**src/rtl/multi_debounce.sv**
```systemverilog
`default_nettype none
// ============================================================================
// Module      : multi_debounce
// Description : N-channel push-button / switch debouncer. A shared free-running
//               divider produces a sample tick every 2^TICK_BITS cycles. Each
//               channel has a 2-flop synchroniser, a stability counter that
//               needs STABLE consecutive differing samples to flip the
//               debounced level, registered press/release pulses and an
//               optional hold-to-repeat pulse generator.
// Ports       : i_sysclk   - system clock, all logic on rising edge
//               i_reset    - synchronous active-high reset
//               i_btn_in   - raw asynchronous button inputs [N]
//               o_level    - debounced level per channel [N]
//               o_press    - one-cycle pulse on level 0->1 [N]
//               o_release  - one-cycle pulse on level 1->0 [N]
//               o_rpt      - one-cycle auto-repeat pulse while held [N]
// Revision    : 1.0 - initial release
// ============================================================================
module multi_debounce #(
  parameter int N            = 4,
  parameter int TICK_BITS    = 20,
  parameter int STABLE       = 3,
  parameter int REPEAT_DELAY = 0,
  parameter int REPEAT_RATE  = 8
) (
  input  logic         i_sysclk,
  input  logic         i_reset,
  input  logic [N-1:0] i_btn_in,
  output logic [N-1:0] o_level,
  output logic [N-1:0] o_press,
  output logic [N-1:0] o_release,
  output logic [N-1:0] o_rpt
);

  // Count value reached on the last differing sample before the level flips.
  localparam logic [3:0] c_STABLE_LAST = 4'(STABLE - 1);

  // --------------------------------------------------------------------------
  // Shared sample-tick divider: strobe while the counter is all-ones, then it
  // wraps naturally to zero.
  // --------------------------------------------------------------------------
  logic [TICK_BITS-1:0] r_tick_cnt;
  logic                 w_tick;

  always_ff @(posedge i_sysclk) begin
    if (i_reset) begin
      r_tick_cnt <= '0;
    end else begin
      r_tick_cnt <= r_tick_cnt + TICK_BITS'(1);
    end
  end

  assign w_tick = &r_tick_cnt;

  // --------------------------------------------------------------------------
  // Two-flop synchroniser for every raw input; only r_s2 is ever sampled.
  // --------------------------------------------------------------------------
  logic [N-1:0] r_s1;
  logic [N-1:0] r_s2;

  always_ff @(posedge i_sysclk) begin
    if (i_reset) begin
      r_s1 <= '0;
      r_s2 <= '0;
    end else begin
      r_s1 <= i_btn_in;
      r_s2 <= r_s1;
    end
  end

  // --------------------------------------------------------------------------
  // Per-channel debounce and repeat logic.
  // --------------------------------------------------------------------------
  for (genvar i = 0; i < N; i++) begin : g_ch
    logic [3:0] r_cnt;
    logic       r_level;
    logic       r_press;
    logic       r_release;
    logic       w_sample;
    logic       w_change;

    assign w_sample = r_s2[i];
    // Level flips on this tick: the STABLE-th consecutive differing sample.
    assign w_change = w_tick && (w_sample != r_level) && (r_cnt == c_STABLE_LAST);

    always_ff @(posedge i_sysclk) begin
      if (i_reset) begin
        r_cnt     <= 4'd0;
        r_level   <= 1'b0;
        r_press   <= 1'b0;
        r_release <= 1'b0;
      end else begin
        // Pulses are only ever high for the cycle right after a flip.
        r_press   <= 1'b0;
        r_release <= 1'b0;
        if (w_tick) begin
          if (w_sample == r_level) begin
            // Any bounce back to the current level restarts the count.
            r_cnt <= 4'd0;
          end else if (r_cnt == c_STABLE_LAST) begin
            r_level   <= w_sample;
            r_cnt     <= 4'd0;
            r_press   <= w_sample;
            r_release <= ~w_sample;
          end else begin
            r_cnt <= r_cnt + 4'd1;
          end
        end
      end
    end

    assign o_level[i]   = r_level;
    assign o_press[i]   = r_press;
    assign o_release[i] = r_release;

    if (REPEAT_DELAY > 0) begin : g_rpt
      localparam logic [15:0] c_DELAY = 16'(REPEAT_DELAY);
      localparam logic [15:0] c_RATE  = 16'(REPEAT_RATE);

      logic [15:0] r_rcnt;
      logic        r_first;
      logic        r_rpt;
      logic [15:0] w_rcnt_nxt;

      assign w_rcnt_nxt = r_rcnt + 16'd1;

      always_ff @(posedge i_sysclk) begin
        if (i_reset) begin
          r_rcnt  <= 16'd0;
          r_first <= 1'b0;
          r_rpt   <= 1'b0;
        end else begin
          r_rpt <= 1'b0;
          if (w_change) begin
            // A press arms the initial delay; a release disarms everything.
            // Either way no repeat can fire on a level-change tick.
            r_rcnt  <= 16'd0;
            r_first <= w_sample;
          end else if (!r_level) begin
            r_rcnt  <= 16'd0;
            r_first <= 1'b0;
          end else if (w_tick) begin
            if (r_first && (w_rcnt_nxt == c_DELAY)) begin
              r_rpt   <= 1'b1;
              r_rcnt  <= 16'd0;
              r_first <= 1'b0;
            end else if (!r_first && (w_rcnt_nxt == c_RATE)) begin
              r_rpt  <= 1'b1;
              r_rcnt <= 16'd0;
            end else begin
              r_rcnt <= w_rcnt_nxt;
            end
          end
        end
      end

      assign o_rpt[i] = r_rpt;
    end else begin : g_no_rpt
      assign o_rpt[i] = 1'b0;
    end
  end

endmodule
`default_nettype wire

```
**config.mk**
```make
export PLATFORM = sky130hd
export DESIGN_NAME = multi_debounce
export DESIGN_NICKNAME = d
export VERILOG_FILES = /design/src/rtl/multi_debounce.sv
export SDC_FILE = /design/constraint.sdc
export NUM_CORES = 1
export LEC_CHECK = 0
export ABC_AREA = 1
export ABC_CLOCK_PERIOD_IN_PS = 1600
export CAP_MARGIN = 10
export CORE_MARGIN = 4
export CORE_UTILIZATION = 33
export CTS_BUF_LIST = sky130_fd_sc_hd__clkbuf_2
export DETAILED_ROUTE_END_ITERATION = 12
export PLACE_DENSITY = 0.58
export SYNTH_ARGS = -nofsm -noshare
export SYNTH_HDL_FRONTEND = slang
export SYNTH_SLANG_ARGS = --single-unit
```
**constraint.sdc**
```tcl
create_clock -name i_sysclk -period 1.6 [get_ports i_sysclk]
set_input_delay 0.24 -clock i_sysclk [delete_from_list [all_inputs] [get_ports i_sysclk]]
set_output_delay 0.24 -clock i_sysclk [all_outputs]
set_load 0.05 [all_outputs]
```
==> impl_metrics.toml <==
[power_and_ir_drop]
leakage_nw = 1.25
peakVddDrop_mv = 0.303
p_per_area_nw_per_um2 = 657
power.total_w = 0.00217

[global_route]
grt_usage_pct = 12.6
overflow = 0
grt_pass1_wl_mm = 10.5
grt_pass1_vias = 2381
antenna_found_initial = 0
grt_max_degree = 36

[die]
start_util_pct = 34.6
die_area_sq_um = 10300
dieWidth_microns = 102
io-pin-count = 22
core_sq_um = 8380
die_h_microns = 102
num_rows = 33

[worst_setup_path]
slowest_stage = "dfxtp_2"
crit_arrival_ns = 1.93
endpoint_kind = "flip-flop"
cp_cell_sequence = "ha_4, nand2_2, nor2_4, nand2_4, nor2_8, buf_6, nand3_1, a21oi_1"
crit_path_start_kind = "flip-flop"
critPathBufInv = 1
max_stage_delay_ns = 0.44
worstPathMaxFanout = 5
cp.required_ns = 2.01
critical_path_class = "flip-flop to flip-flop"
cp_top_family = "simple AND/OR/NAND/NOR gates"

[final_layout]
area_delta_synth_final_pct = 13.8
final_area_sq_um = 3300
fin_nets = 469
antennaDiodeCount = 0
drive_gt1_share_pct = 14.7

[sta]
hold_violations = 0
fin_worst_skew_ns = 0.0385
slew_violations = 0
holdWs_ns = 0.208
rsz0062_at_grt = "true"
min_period_ns = 1.52
finalCritPeriodShare_pct = 94.8
fin_tns_setup_ns = 0
fmax_mhz = 659
setup_violations = 0

[synth]
synth_compound_area_share_pct = 6.99
ys_types = 26
ys_warn_count = 0
yosys.area_share.adder_pct = 3.88
syn_area_per_cell_sq_um = 6.68
synth_top_family_by_area = "simple AND/OR/NAND/NOR gates"
ys.flop_type = "dfxtp_1"
synthArstFlopShare_pct = 0
ys_ff_latch = 56
synth-simple-area-share_pct = 35.6
synth.mux.area_fraction_pct = 0
synthCells = 434
syn_area_sq_um = 2900
synth_xor_area_share_pct = 0.906
synth_edf_count = 0
yosysSeqAreaShare_pct = 38.7

[clock_network]
cts-root-buf = "clkbuf_2"
htree_levels = 2
ctsLongestPathBuffers = 2
path_clk_slew_ns = 0.32
tritoncts = "yes"
clk_latency_ns = 0.48
clock_sinks = 56
cts_hold_buf = 0
cts_made_buffers = 5

[route]
vias = 2541
first_iter_violations = 108
drcViolationCount = 0
wl_per_cell_microns = 11.3
postRouteWirelength_mm = 6.32
ant_nets = 0
viasPerCell = 4.54
firstDrtPassIters = 4

[outcome]
status = "finished, final reports clean"

[min_path]
hold_class = "input pin to flip-flop"

[place]
place.gp.congestion = 0.754
port_buffers = 17
placed_area_sq_um = 3110
dp_hpwl_mm = 4.56

[run]
drv_cap = 0
-- cell usage after synthesis (3+ instances only) --
library cell	count	share of area [%]
inv_1	60	7.8
nand2_1	99	13
o21ai_0	8	1.4
buf_4	16	4.1
buf_2	3	0.52
nand3_1	39	6.7
nand4_1	7	1.5
clkbuf_1	4	0.52
nand2_2	3	0.65
ha_1	9	3.9
a21oi_1	28	4.8
dfxtp_1	56	39
nor2_1	81	10
nor2_2	5	1.1
-- layer usage --
metal  vias up  part of all wire, %  GRT usage, %
li1       1361                    -             -
met5         -                    0             0
met3         7                  4.9          2.69
met4         0                 0.97          3.89
met2        50                   47          20.7
met1      1123                   47          16.6
-- metrics by stage --
step                      instances  utilization [%]  worst slack [ns]
after CTS                       554             37.8           0.00629
after floorplan                 437                -            0.0767
after global placement          546             37.1           0.00385
after global routing            560             39.3           -0.0325
after detailed placement        546             37.1            0.0156
final                           560             39.3            0.0826
-- worst register-to-register path, cell delays in order (launching register included) --
cell	delay, ns
dfxtp_2	0.44
ha_4	0.14
nand2_2	0.07
nor2_4	0.18
nand2_4	0.11
nor2_8	0.18
buf_6	0.14
nand3_1	0.07
a21oi_1	0.14
-- placed cells by master, fill, tap and decap left out, drive strengths merged --
master	n
nand2	103
nor2	89
inv	63
dfxtp	56
nand3	39
buf	30
a21oi	28
ha	9
o21ai	8
nand4	7
clkbuf	5
clkdlybuf4s50	5
conb	4
o21a	2
xor2	2
xnor2	1
nand3b	1
a211oi	1
nor3	1
clkinvlp	1
-- state kept, by name, summed over array words and instances (netlist names) --
signal	flops
r_tick_cnt	20
g_ch.r_cnt	16
g_ch.r_level	4
g_ch.r_press	4
g_ch.r_release	4
r_s1	4
r_s2	4
-- power by group --
| part | switching [W] | internal (W) |
|---|---|---|
| combinational | 0.0000776 | 0.0000400 |
| clock | 0.000496 | 0.000120 |
| sequential | 0.0000128 | 0.00142 |
-- worst paths after layout --
path                             from                       endpoint  slack, ns  cells after the start
max          r_tick_cnt[1]$_SDFF_PP0_  g_ch[1].r_cnt[2]$_SDFFE_PP0N_       0.08                      8
min                       i_btn_in[2]             r_s1[2]$_SDFF_PP0_       0.21                      3
max reg2reg  r_tick_cnt[1]$_SDFF_PP0_  g_ch[1].r_cnt[2]$_SDFFE_PP0N_       0.08                      8
min reg2reg        r_s1[1]$_SDFF_PP0_             r_s2[1]$_SDFF_PP0_       0.42                      2
-- kinds of logic after synthesis --
| logic type | Yosys count |
|---|---|
| xor+xnor | 3 |
| buf+inv | 86 |
| other cells | 1 |
| flops | 56 |
| compound gates | 39 |
| simple gates | 240 |
| fa+ha+maj | 9 |
-- cell type report --
class	instances	area, sq um
timing repair buffer	35	299
fill	891	5080
sequential	56	1130
tap	105	131
multi-input combinational	295	1460
inverter	61	229
clock buffer	5	25.0
clock inverter	3	25.0
-- what timing repair did --
item / in CTS / in global routing
pin swaps: 0 / 7
gates cloned: 0 / 0
endpoints found under the hold margin: 0 / 0
buffers inserted: 0 / 6
setup endpoints to repair: 5 / 29
resized for setup: 2 / 23
Power figures use the tool's default switching activity.
